--- config.mk ---
export PLATFORM = sky130hd
export DESIGN_NAME = recurrence_sequencer_flat
export DESIGN_NICKNAME = d
export VERILOG_FILES = /design/src/rtl/recurrence_pkg.sv /design/src/rtl/recurrence_sequencer_if.sv /design/src/rtl/step_delay_counter.sv /design/src/rtl/recurrence_sequencer.sv /design/src/flat_wrapper.sv
export SDC_FILE = /design/constraint.sdc
export NUM_CORES = 1
export LEC_CHECK = 0
export ABC_CLOCK_PERIOD_IN_PS = 5600
export CAP_MARGIN = 10
export CELL_PAD_IN_SITES_DETAIL_PLACEMENT = 0
export CELL_PAD_IN_SITES_GLOBAL_PLACEMENT = 1
export CORE_ASPECT_RATIO = 0.6
export CORE_MARGIN = 2
export CORE_UTILIZATION = 38
export DETAILED_ROUTE_END_ITERATION = 16
export PLACE_DENSITY = 0.95
export SLEW_MARGIN = 20
export SYNTH_ARGS = -nofsm -noshare
export SYNTH_HDL_FRONTEND = slang
export SYNTH_HIERARCHICAL = 1
export SYNTH_SLANG_ARGS = --single-unit
--- constraint.sdc ---
create_clock -name clk -period 5.6 [get_ports clk]
set_input_delay 1.12 -clock clk [delete_from_list [all_inputs] [get_ports clk]]
set_output_delay 1.12 -clock clk [all_outputs]
set_load 0.03 [all_outputs]
--- src/rtl/recurrence_pkg.sv ---
// Shared types and constants for the four-register recurrence sequencer.
package recurrence_pkg;

  typedef enum logic {
    IDLE = 1'b0,
    RUN  = 1'b1
  } state_t;

  // Step codes follow the update order a, d, b, c.
  typedef enum logic [1:0] {
    STEP_A = 2'd0,
    STEP_D = 2'd1,
    STEP_B = 2'd2,
    STEP_C = 2'd3
  } step_t;

  localparam int SUB_D = 3;
  localparam int ADD_B = 10;

endpackage

--- src/rtl/recurrence_sequencer_if.sv ---
// Control/data bundle between a parent (master) and the recurrence sequencer (slave).
interface recurrence_sequencer_if #(
  parameter int W  = 32,
  parameter int IW = 8
);

  logic          start;
  logic          abort;
  logic [IW-1:0] iters;
  logic [W-1:0]  a_in;
  logic [W-1:0]  b_in;
  logic [W-1:0]  c_in;
  logic [W-1:0]  d_in;
  logic [W-1:0]  a;
  logic [W-1:0]  b;
  logic [W-1:0]  c;
  logic [W-1:0]  d;
  logic          busy;
  logic          done;
  logic [1:0]    step;
  logic [IW-1:0] iter;

  modport master (
    output start, abort, iters, a_in, b_in, c_in, d_in,
    input  a, b, c, d, busy, done, step, iter
  );

  modport slave (
    input  start, abort, iters, a_in, b_in, c_in, d_in,
    output a, b, c, d, busy, done, step, iter
  );

endinterface

--- src/rtl/step_delay_counter.sv ---
// Free-running step timer: counts 0..STEP_CYCLES-1 while enabled, tick marks the last count.
module step_delay_counter #(
  parameter int STEP_CYCLES = 5
) (
  input  logic clk,
  input  logic rst,
  input  logic en,
  input  logic clr,
  output logic tick
);

  localparam int CW = (STEP_CYCLES > 1) ? $clog2(STEP_CYCLES) : 1;
  localparam logic [CW-1:0] LAST = CW'(STEP_CYCLES - 1);

  logic [CW-1:0] r_count;

  always_ff @(posedge clk) begin
    if (rst || clr) begin
      r_count <= '0;
    end else if (en) begin
      r_count <= (r_count == LAST) ? '0 : r_count + 1'b1;
    end
  end

  assign tick = en && (r_count == LAST);

endmodule

--- src/rtl/recurrence_sequencer.sv ---
// Start/busy/done sequencer running a = b + c; d = a - 3; b = d + 10; c = c + 1
// for a programmable number of iterations, one update per timer tick.
module recurrence_sequencer
  import recurrence_pkg::*;
#(
  parameter int W           = 32,
  parameter int IW          = 8,
  parameter int STEP_CYCLES = 5
) (
  input  logic                 clk,
  input  logic                 rst,
  recurrence_sequencer_if.slave bus
);

  state_t        r_state, w_stateNext;
  step_t         r_step, w_stepNext;
  logic [W-1:0]  r_a, r_b, r_c, r_d;
  logic [W-1:0]  w_aNext, w_bNext, w_cNext, w_dNext;
  logic [IW-1:0] r_limit, w_limitNext;
  logic [IW-1:0] r_iter, w_iterNext;
  logic          r_done, w_doneNext;
  logic          w_timerEn, w_timerClr, w_tick;

  step_delay_counter #(
    .STEP_CYCLES(STEP_CYCLES)
  ) u_timer (
    .clk (clk),
    .rst (rst),
    .en  (w_timerEn),
    .clr (w_timerClr),
    .tick(w_tick)
  );

  always_ff @(posedge clk) begin
    if (rst) begin
      r_state <= IDLE;
      r_step  <= STEP_A;
      r_a     <= '0;
      r_b     <= '0;
      r_c     <= '0;
      r_d     <= '0;
      r_limit <= '0;
      r_iter  <= '0;
      r_done  <= 1'b0;
    end else begin
      r_state <= w_stateNext;
      r_step  <= w_stepNext;
      r_a     <= w_aNext;
      r_b     <= w_bNext;
      r_c     <= w_cNext;
      r_d     <= w_dNext;
      r_limit <= w_limitNext;
      r_iter  <= w_iterNext;
      r_done  <= w_doneNext;
    end
  end

  // Abort takes priority over both a new start and a pending update.
  always_comb begin
    w_stateNext = r_state;
    w_stepNext  = r_step;
    w_aNext     = r_a;
    w_bNext     = r_b;
    w_cNext     = r_c;
    w_dNext     = r_d;
    w_limitNext = r_limit;
    w_iterNext  = r_iter;
    w_doneNext  = 1'b0;
    w_timerEn   = 1'b0;
    w_timerClr  = 1'b0;

    case (r_state)
      IDLE: begin
        if (bus.start && !bus.abort) begin
          w_aNext     = bus.a_in;
          w_bNext     = bus.b_in;
          w_cNext     = bus.c_in;
          w_dNext     = bus.d_in;
          w_limitNext = bus.iters;
          w_stepNext  = STEP_A;
          w_iterNext  = '0;
          w_timerClr  = 1'b1;
          if (bus.iters != '0) begin
            w_stateNext = RUN;
          end else begin
            w_doneNext = 1'b1;
          end
        end
      end
      RUN: begin
        if (bus.abort) begin
          w_stateNext = IDLE;
          w_timerClr  = 1'b1;
        end else begin
          w_timerEn = 1'b1;
          if (w_tick) begin
            case (r_step)
              STEP_A: w_aNext = r_b + r_c;
              STEP_D: w_dNext = r_a - W'(SUB_D);
              STEP_B: w_bNext = r_d + W'(ADD_B);
              STEP_C: w_cNext = r_c + 1'b1;
              default: ;
            endcase
            w_stepNext = step_t'(r_step + 2'd1);
            if (r_step == STEP_C) begin
              w_iterNext = r_iter + 1'b1;
              if (r_iter == r_limit - IW'(1)) begin
                w_stateNext = IDLE;
                w_doneNext  = 1'b1;
              end
            end
          end
        end
      end
      default: w_stateNext = IDLE;
    endcase
  end

  assign bus.a    = r_a;
  assign bus.b    = r_b;
  assign bus.c    = r_c;
  assign bus.d    = r_d;
  assign bus.busy = (r_state == RUN);
  assign bus.done = r_done;
  assign bus.step = r_step;
  assign bus.iter = r_iter;

endmodule

--- src/flat_wrapper.sv ---
// flat-port wrapper written by rule: the top's interface ports become plain ports
module recurrence_sequencer_flat import recurrence_pkg::*;
#(
  parameter int W           = 32,
  parameter int IW          = 8,
  parameter int STEP_CYCLES = 5
)
  (clk, rst, bus_start, bus_abort, bus_iters, bus_a_in, bus_b_in, bus_c_in, bus_d_in, bus_a, bus_b, bus_c, bus_d, bus_busy, bus_done, bus_step, bus_iter);
  recurrence_sequencer_if #(.W(W), .IW(IW)) bus_i ();
  input  logic clk;
  input  logic rst;
  input wire logic [$bits(bus_i.start)-1:0] bus_start;
  input wire logic [$bits(bus_i.abort)-1:0] bus_abort;
  input wire logic [$bits(bus_i.iters)-1:0] bus_iters;
  input wire logic [$bits(bus_i.a_in)-1:0] bus_a_in;
  input wire logic [$bits(bus_i.b_in)-1:0] bus_b_in;
  input wire logic [$bits(bus_i.c_in)-1:0] bus_c_in;
  input wire logic [$bits(bus_i.d_in)-1:0] bus_d_in;
  output wire logic [$bits(bus_i.a)-1:0] bus_a;
  output wire logic [$bits(bus_i.b)-1:0] bus_b;
  output wire logic [$bits(bus_i.c)-1:0] bus_c;
  output wire logic [$bits(bus_i.d)-1:0] bus_d;
  output wire logic [$bits(bus_i.busy)-1:0] bus_busy;
  output wire logic [$bits(bus_i.done)-1:0] bus_done;
  output wire logic [$bits(bus_i.step)-1:0] bus_step;
  output wire logic [$bits(bus_i.iter)-1:0] bus_iter;
  assign bus_i.start = bus_start;
  assign bus_i.abort = bus_abort;
  assign bus_i.iters = bus_iters;
  assign bus_i.a_in = bus_a_in;
  assign bus_i.b_in = bus_b_in;
  assign bus_i.c_in = bus_c_in;
  assign bus_i.d_in = bus_d_in;
  assign bus_a = bus_i.a;
  assign bus_b = bus_i.b;
  assign bus_c = bus_i.c;
  assign bus_d = bus_i.d;
  assign bus_busy = bus_i.busy;
  assign bus_done = bus_i.done;
  assign bus_step = bus_i.step;
  assign bus_iter = bus_i.iter;
  recurrence_sequencer #(.W(W), .IW(IW), .STEP_CYCLES(STEP_CYCLES)) u_core (.clk(clk), .rst(rst), .bus(bus_i));
endmodule
== Word-level counts from Yosys, hierarchy flattened ==
Cells that the tools add are included.

* Register bits: 151
* Output and inout bits: 140
* Input port bits: 140
* Logic and storage cells: 92

* Equal/unequal tests: 12
* Mux-type cells: 49
* $add $sub $neg: 8
* Bitwise logic cells: 1
* Reductions and logical operators: 12

{| class="wikitable"
|+ Operator list
! operator !! count
|-
| $mux W32 || 16
|-
| $pmux W32 S2 || 4
|-
| $add A32 B1 Y32 const B || 1
|-
| $add A32 B32 Y32 || 1
|-
| $add A32 B4 Y32 const B || 1
|-
| $mux W8 || 4
|-
| $sub A32 B2 Y32 const B || 1
|-
| $mux W1 || 16
|-
| $pmux W8 S2 || 1
|-
| $reduce_and A4 Y1 || 4
|-
| $ne A2 B2 Y1 const B || 6
|-
| $add A8 B1 Y8 const B || 1
|-
| $eq A8 B8 Y1 || 1
|-
| $reduce_bool A8 Y1 || 1
|-
| $sub A8 B1 Y8 const B || 1
|-
| $mux W2 || 3
|-
| $pmux W1 S2 || 3
|-
| $eq A2 B2 Y1 const B || 2
|-
| $pmux W2 S2 || 1
|-
| $add A3 B1 Y3 const B || 1
|-
| $eq A3 B3 Y1 const B || 1
|-
| $mux W3 || 1
|-
| $reduce_and A3 Y1 || 1
|-
| $add A2 B1 Y2 const B || 1
|-
| 8 further kinds || 9
|}

== Depth between registers and ports, before layout ==
* Depth in word-level cells: 7
* Gate-level depth with buffers: 12
* Mapped depth without buffers: 11

== By module ==
The synthesis kept the hierarchy.

{| class="wikitable"
|+ By module, submodules not included
! module !! area an instance (um^2) !! sequential area each (um^2) !! cells each !! times used
|-
| recurrence_sequencer || 9836.9 || 2962.8 || 1323 || 1
|-
| step_delay_counter || 170.2 || 60.1 || 17 || 1
|}

== Worst setup path after synthesis ==
OpenSTA, ideal clock, no wires.

* Path type: input port to flip-flop
* From: input port bus_abort
* To: register u_core.r_c[27] (netlist: u_core/bus.c[27])
* Stages on the path: 10
* Setup time: 0.078 ns
* Arrival time: 3.253 ns
* Required time: 5.522 ns
* Buffers on the path: 2
* Slack: 2.269 ns
* Cells stage by stage: nor2_1 and3_2 clkbuf_1 nand3_1 and2_0 clkbuf_1 nor3_1 a211oi_1 a41o_1 nor3_1

* Word-level cells in the longest chain between the ends: 5
* Elaborated cells on any way between the ends: 9
* Those cells by class: 3 x eq/ne; 2 x mux; 4 x reduce/logical

{| class="wikitable"
|+ RTL lines
! element !! line !! text
|-
| from (decl) || flat_wrapper.sv:13 || <nowiki>input wire logic [$bits(bus_i.abort)-1:0] bus_abort;</nowiki>
|-
| $mux W1 || recurrence_sequencer.sv:91 || <nowiki>if (bus.abort) begin</nowiki>
|-
| $mux W1 || recurrence_sequencer.sv:72 || <nowiki>case (r_state)</nowiki>
|-
| $logic_and A1 B1 Y1 || step_delay_counter.sv:25 || <nowiki>assign tick = en && (r_count == LAST);</nowiki>
|-
| named net u_core.w_tick || recurrence_sequencer.sv:22 || <nowiki>logic w_timerEn, w_timerClr, w_tick;</nowiki>
|-
| $ne A2 B2 Y1 (no source line) || - ||
|-
| $reduce_and A4 Y1 (no source line) || - ||
|-
| to (signal assigned) || recurrence_sequencer.sv:50 || <nowiki>r_c <= w_cNext;</nowiki>
|-
| to (decl) || recurrence_sequencer.sv:17 || <nowiki>logic [W-1:0] r_a, r_b, r_c, r_d;</nowiki>
|}

The timed path passes the listed nets, and every way through them passes these cells.
A chain may end at the register's enable or synchronous reset.

== Final worst setup path ==
* From: register u_core.r_state (netlist: u_core/bus.busy)
* To: register u_core.r_iter[7] (netlist: u_core/bus.iter[7])

* Word-level cells in the longest chain between the ends: 4
* Elaborated cells on any way between the ends: 9
* Those cells by class: 4 x eq/ne; 2 x mux; 1 x bitwise; 2 x reduce/logical

{| class="wikitable"
|+ RTL lines
! element !! line !! text
|-
| from (decl) || recurrence_sequencer.sv:15 || <nowiki>state_t r_state, w_stateNext;</nowiki>
|-
| from (signal assigned) || recurrence_sequencer.sv:46 || <nowiki>r_state <= w_stateNext;</nowiki>
|-
| $mux W1 || recurrence_sequencer.sv:72 ||
|-
| $logic_and A1 B1 Y1 || step_delay_counter.sv:25 ||
|-
| $ne A2 B2 Y1 (no source line) || - ||
|-
| $reduce_and A4 Y1 (no source line) || - ||
|-
| to (signal assigned) || recurrence_sequencer.sv:53 || <nowiki>r_iter <= w_iterNext;</nowiki>
|-
| to (decl) || recurrence_sequencer.sv:20 || <nowiki>logic [IW-1:0] r_iter, w_iterNext;</nowiki>
|}

Several ways; a longest one is shown, not always the timed one.

==> summary.md <==
| Metric | Value |
|---|---|
| Outcome | complete, no violations |
| Hpwl dp | around 29 mm |
| Final worst-path cycle share | 0.708 |
| Reg2reg end | u_core/bus.iter[7] |
| Die Area | between 20,000 and 30,000 sq um |
| Crit. End Element | flop |
| Fmax | around 0.25 GHz |
| CP Buf/Inv Count | 3 |
| Post-route DRC | 0 |
| Worst slew margin | 0.226 |
| Critical path data required time | 5.96 ns |
| RSZ-0062 raised after global routing | no |
| Max_cap viols | 0 |
| Share of cells above drive strength 1 | 0.0424 |
| CTS H-tree lvls | 4 |
| Clk_lat worst skew | roughly 0.44 ns |
| CTS tree | done |
| Worst hold path type | reg2reg |
| GRT Total Usage | 0.268 |
| Initial antenna violation count | 2 |
| Syn_area_per_cell | 7.47 sq um |
| Die height | ~130 microns |
| Synth-to-Final Area Change | 35.5% |
| Worst Skew | 0.0108 ns |
| Power, Total | 3.09 mW |
| Nets | around 1,800 |
| Row cnt | between 40 and 50 |
| Footprint of the multi-input gates | 6580 sq um |
| IO Pins | 280 |
| CP arrival | 4.32 ns |
| Mapped Nets | between 1,500 and 2,000 |
| Post-synth cell types | 60 |
| Post-synth EDFFs | 0 |
| Flop pwr share | 0.403 |
| First-pass GRT wire length | ~58 mm |
| CTS clk-pin slew, worst paths | 0.06 ns |
| Pleak | 4.86 nW |
| 1st-pass router iterations | 5 |
| Max Slew Vio Count | 0 |
| Num CTS Buffers | 17 |
| Antenna Violating Nets Remaining | 0 |
| Fill cell count | 2,436 |
| Crit-path slowest cell | dfxtp_4 |
| R2R setup slack | around 1.6 ns |
| Grt ovf | 0 |
| #FFs+latches synth | roughly 150 |
| Register area | ~3000 sq um |
| Clock power share | 0.345 |
| Post CTS Setup Buffer Count | 0 |
| Post-CTS Resized | 0 |
| Bufs on Longest Clock Path | 2 |
| Setup TNS | 0 ns |
| Slew of the pin with the lowest slew margin | 1.16 ns |
| Power Density | roughly 230 nW/um^2 |
| Min Tclk post-route | 3.96 ns |
| Vias in the first global route | about 10,000 |
| # setup viols final | 0 |
| Avg WL per Cell | approximately 20 microns |
| Initial Util | 0.391 |
| Root buffer cell | clkbuf_16 |
| R2R Path Start | u_core/bus.busy |
| Crit-path max FO | about 100 |
| Routed wire length | between 30 and 40 mm |
| DRT iter0 DRCs | ~1,100 |
| Routed vias/inst | between 5 and 6 |
| IO buf count | 279 |
| CP Launch Type | flop |
| Die Wd | 214 microns |
| Post-Syn Instances | roughly 1,300 |
| Net Switching | 1.04 mW |
| GP Congestion | between 0.9 and 1 |
| Top delay family on crit path | simple AND/OR/NAND/NOR gates |
| Worst reg2reg path depth | 9 |
| Post-CTS Hold Buffers | 0 |
| Combinational share of power | 0.252 |
| Final Hold Viols | 0 |
| Largest net degree at the start of global routing | about 100 |
| Max incr delay on CP | about 0.67 ns |
| Peak supply drop | approximately 170 uV |
| Synthesis Warnings | 6 |
| Internal | 2.06 mW |
| Critical path class | reg2reg |
| Sw Ratio | 0.335 |
| Vias | 11,200 |
| Post-Syn Area | approximately 10,000 sq um |
| CP Cell Sequence | inv_2 -> buf_4 -> nand2_1 -> or2_2 -> nand2_1 -> buf_4 -> nand4_1 -> or3_1 -> a21oi_1 |
| Clock sink total | approximately 150 |
| Seq/Total Area, Yosys | 0.302 |
| Main synth FF type | dfxtp_1 |
| Hold EP | u_core/r_limit[7] |
| Post-synth ARST share | 0 |
| Hold Path Cell Cnt | 2 |
| Hold Crit Start | u_core/r_limit[7] |
| Core area | approximately 26,000 sq um |
## power groups by stage
stage	logic, mW	registers, mW	clock network (mW)
6_report	0.780	1.25	1.07
3_3_place_gp	0.762	1.27	0
2_1_floorplan	0.367	1.33	0
4_1_cts	0.773	1.25	1.08
5_1_grt	0.839	1.26	1.13
3_5_place_dp	0.770	1.27	0
## worst max-delay path by stage
stage                    start            endpoint  slack [ns]  cells after the start
2_1_floorplan        bus_abort    u_core/bus.c[27]        2.27                     10
3_3_place_gp         bus_abort    u_core/bus.d[30]        1.50                     10
3_5_place_dp         bus_abort    u_core/bus.d[18]        1.39                     10
4_1_cts        u_core/bus.busy  u_core/bus.iter[7]        1.70                      9
5_1_grt        u_core/bus.busy  u_core/bus.iter[7]        1.38                      9
6_report       u_core/bus.busy  u_core/bus.iter[7]        1.64                      9
## worst reg2reg max path: cells and delay by family (launching register included)
family | cells | cell delay [ns]
simple gates | 5 | 1.83
buf+inv | 3 | 1.22
flops | 1 | 0.67
compound gates | 1 | 0.17
## cell usage after synthesis, types with 3 or more instances
library cell,instances,share of area
nand3_1,49,0.025
inv_1,21,0.0079
a31oi_1,5,0.0031
mux2_2,3,0.0034
o21ai_0,71,0.036
a21oi_1,146,0.073
nand4_1,15,0.0094
nand3b_1,3,0.0023
nor4_1,10,0.0063
nand2b_1,8,0.0050
clkbuf_1,71,0.027
o211ai_1,11,0.0083
a311oi_1,8,0.0070
o21a_1,8,0.0060
buf_1,5,0.0019
o21bai_1,3,0.0023
o2111ai_1,3,0.0026
and2_1,7,0.0044
or3_1,21,0.013
o22ai_1,9,0.0056
a21o_1,15,0.011
nor2b_1,8,0.0050
and3_1,26,0.016
dfxtp_1,151,0.30
a221oi_1,12,0.011
o41ai_1,4,0.0035
or2_2,6,0.0038
a22oi_1,7,0.0053
nor2_1,187,0.070
buf_2,7,0.0035
ha_1,42,0.053
mux2i_1,20,0.020
a211oi_1,88,0.066
and4_1,7,0.0061
or4_1,9,0.0068
xnor2_1,51,0.045
nor3_1,33,0.017
xor2_1,33,0.029
o31ai_1,9,0.0068
nand2_1,121,0.045
## through the flow
| stage | setup WS, ns | hold slack (ns) | util | instance area (sq um) | std cells |
|---|---|---|---|---|---|
| after floorplan | 2.27 | 0.450 | - | 10000 | 1340 |
| after global placement | 1.50 | 0.460 | 0.510 | 13000 | 1901 |
| after detailed placement | 1.39 | 0.462 | 0.510 | 13000 | 1901 |
| after CTS | 1.70 | 0.471 | 0.530 | 13600 | 1932 |
| after global routing | 1.38 | 0.519 | 0.530 | 13600 | 1932 |
| final | 1.64 | 0.471 | 0.530 | 13600 | 1933 |
## registers in the layout, summed over array words and instances, names as in the netlist
signal / cells
u_core/bus.a: 32
u_core/bus.b: 32
u_core/bus.busy: 1
u_core/bus.c: 32
u_core/bus.d: 32
u_core/bus.done: 1
u_core/bus.iter: 8
u_core/bus.step: 2
u_core/r_limit: 8
u_core/u_timer/r_count: 3
## area by class of cell
cell class                 instances  area share
multi-input combinational       1083       0.486
sequential                       151       0.223
clock inverter                    11     0.00572
timing repair buffer             294       0.214
inverter                          21     0.00581
antenna                            1    0.000185
clock buffer                      20      0.0329
tap                              352      0.0325
## routing by layer
layer,vias up,GRT usage,wire length (microns)
li1,5342,-,-
met1,5329,0.389,17900
met2,515,0.403,16200
met3,28,0.0669,3820
met4,0,0.0543,457
met5,-,0,0
## cell usage in the layout, fill, tap and decap left out, types with 17 or more instances in the layout
cell type	count
a211oi_1	88
a21oi_1	144
and3_1	26
clkbuf_16	17
clkdlybuf4s50_1	278
dfxtp_1	150
ha_1	42
inv_1	20
mux2i_1	20
nand2_1	121
nand3_1	49
nor2_1	186
nor3_1	33
o21ai_0	71
or3_1	21
xnor2_1	51
xor2_1	33
## kinds of logic (layout without fill, tap and decap cells)
| kind of cell | Yosys count | count (layout) | synth area share |
|---|---|---|---|
| fa+ha+maj | 43 | 43 | 0.0545 |
| xor+xnor | 84 | 84 | 0.0735 |
| other cells | 0 | 1 | 0 |
| buf+inv | 106 | 346 | 0.0418 |
| simple gates | 517 | 517 | 0.241 |
| mux | 23 | 23 | 0.0234 |
| flops | 151 | 151 | 0.302 |
| compound gates | 416 | 416 | 0.264 |
Note: power is estimated with default switching activity, not from simulation.
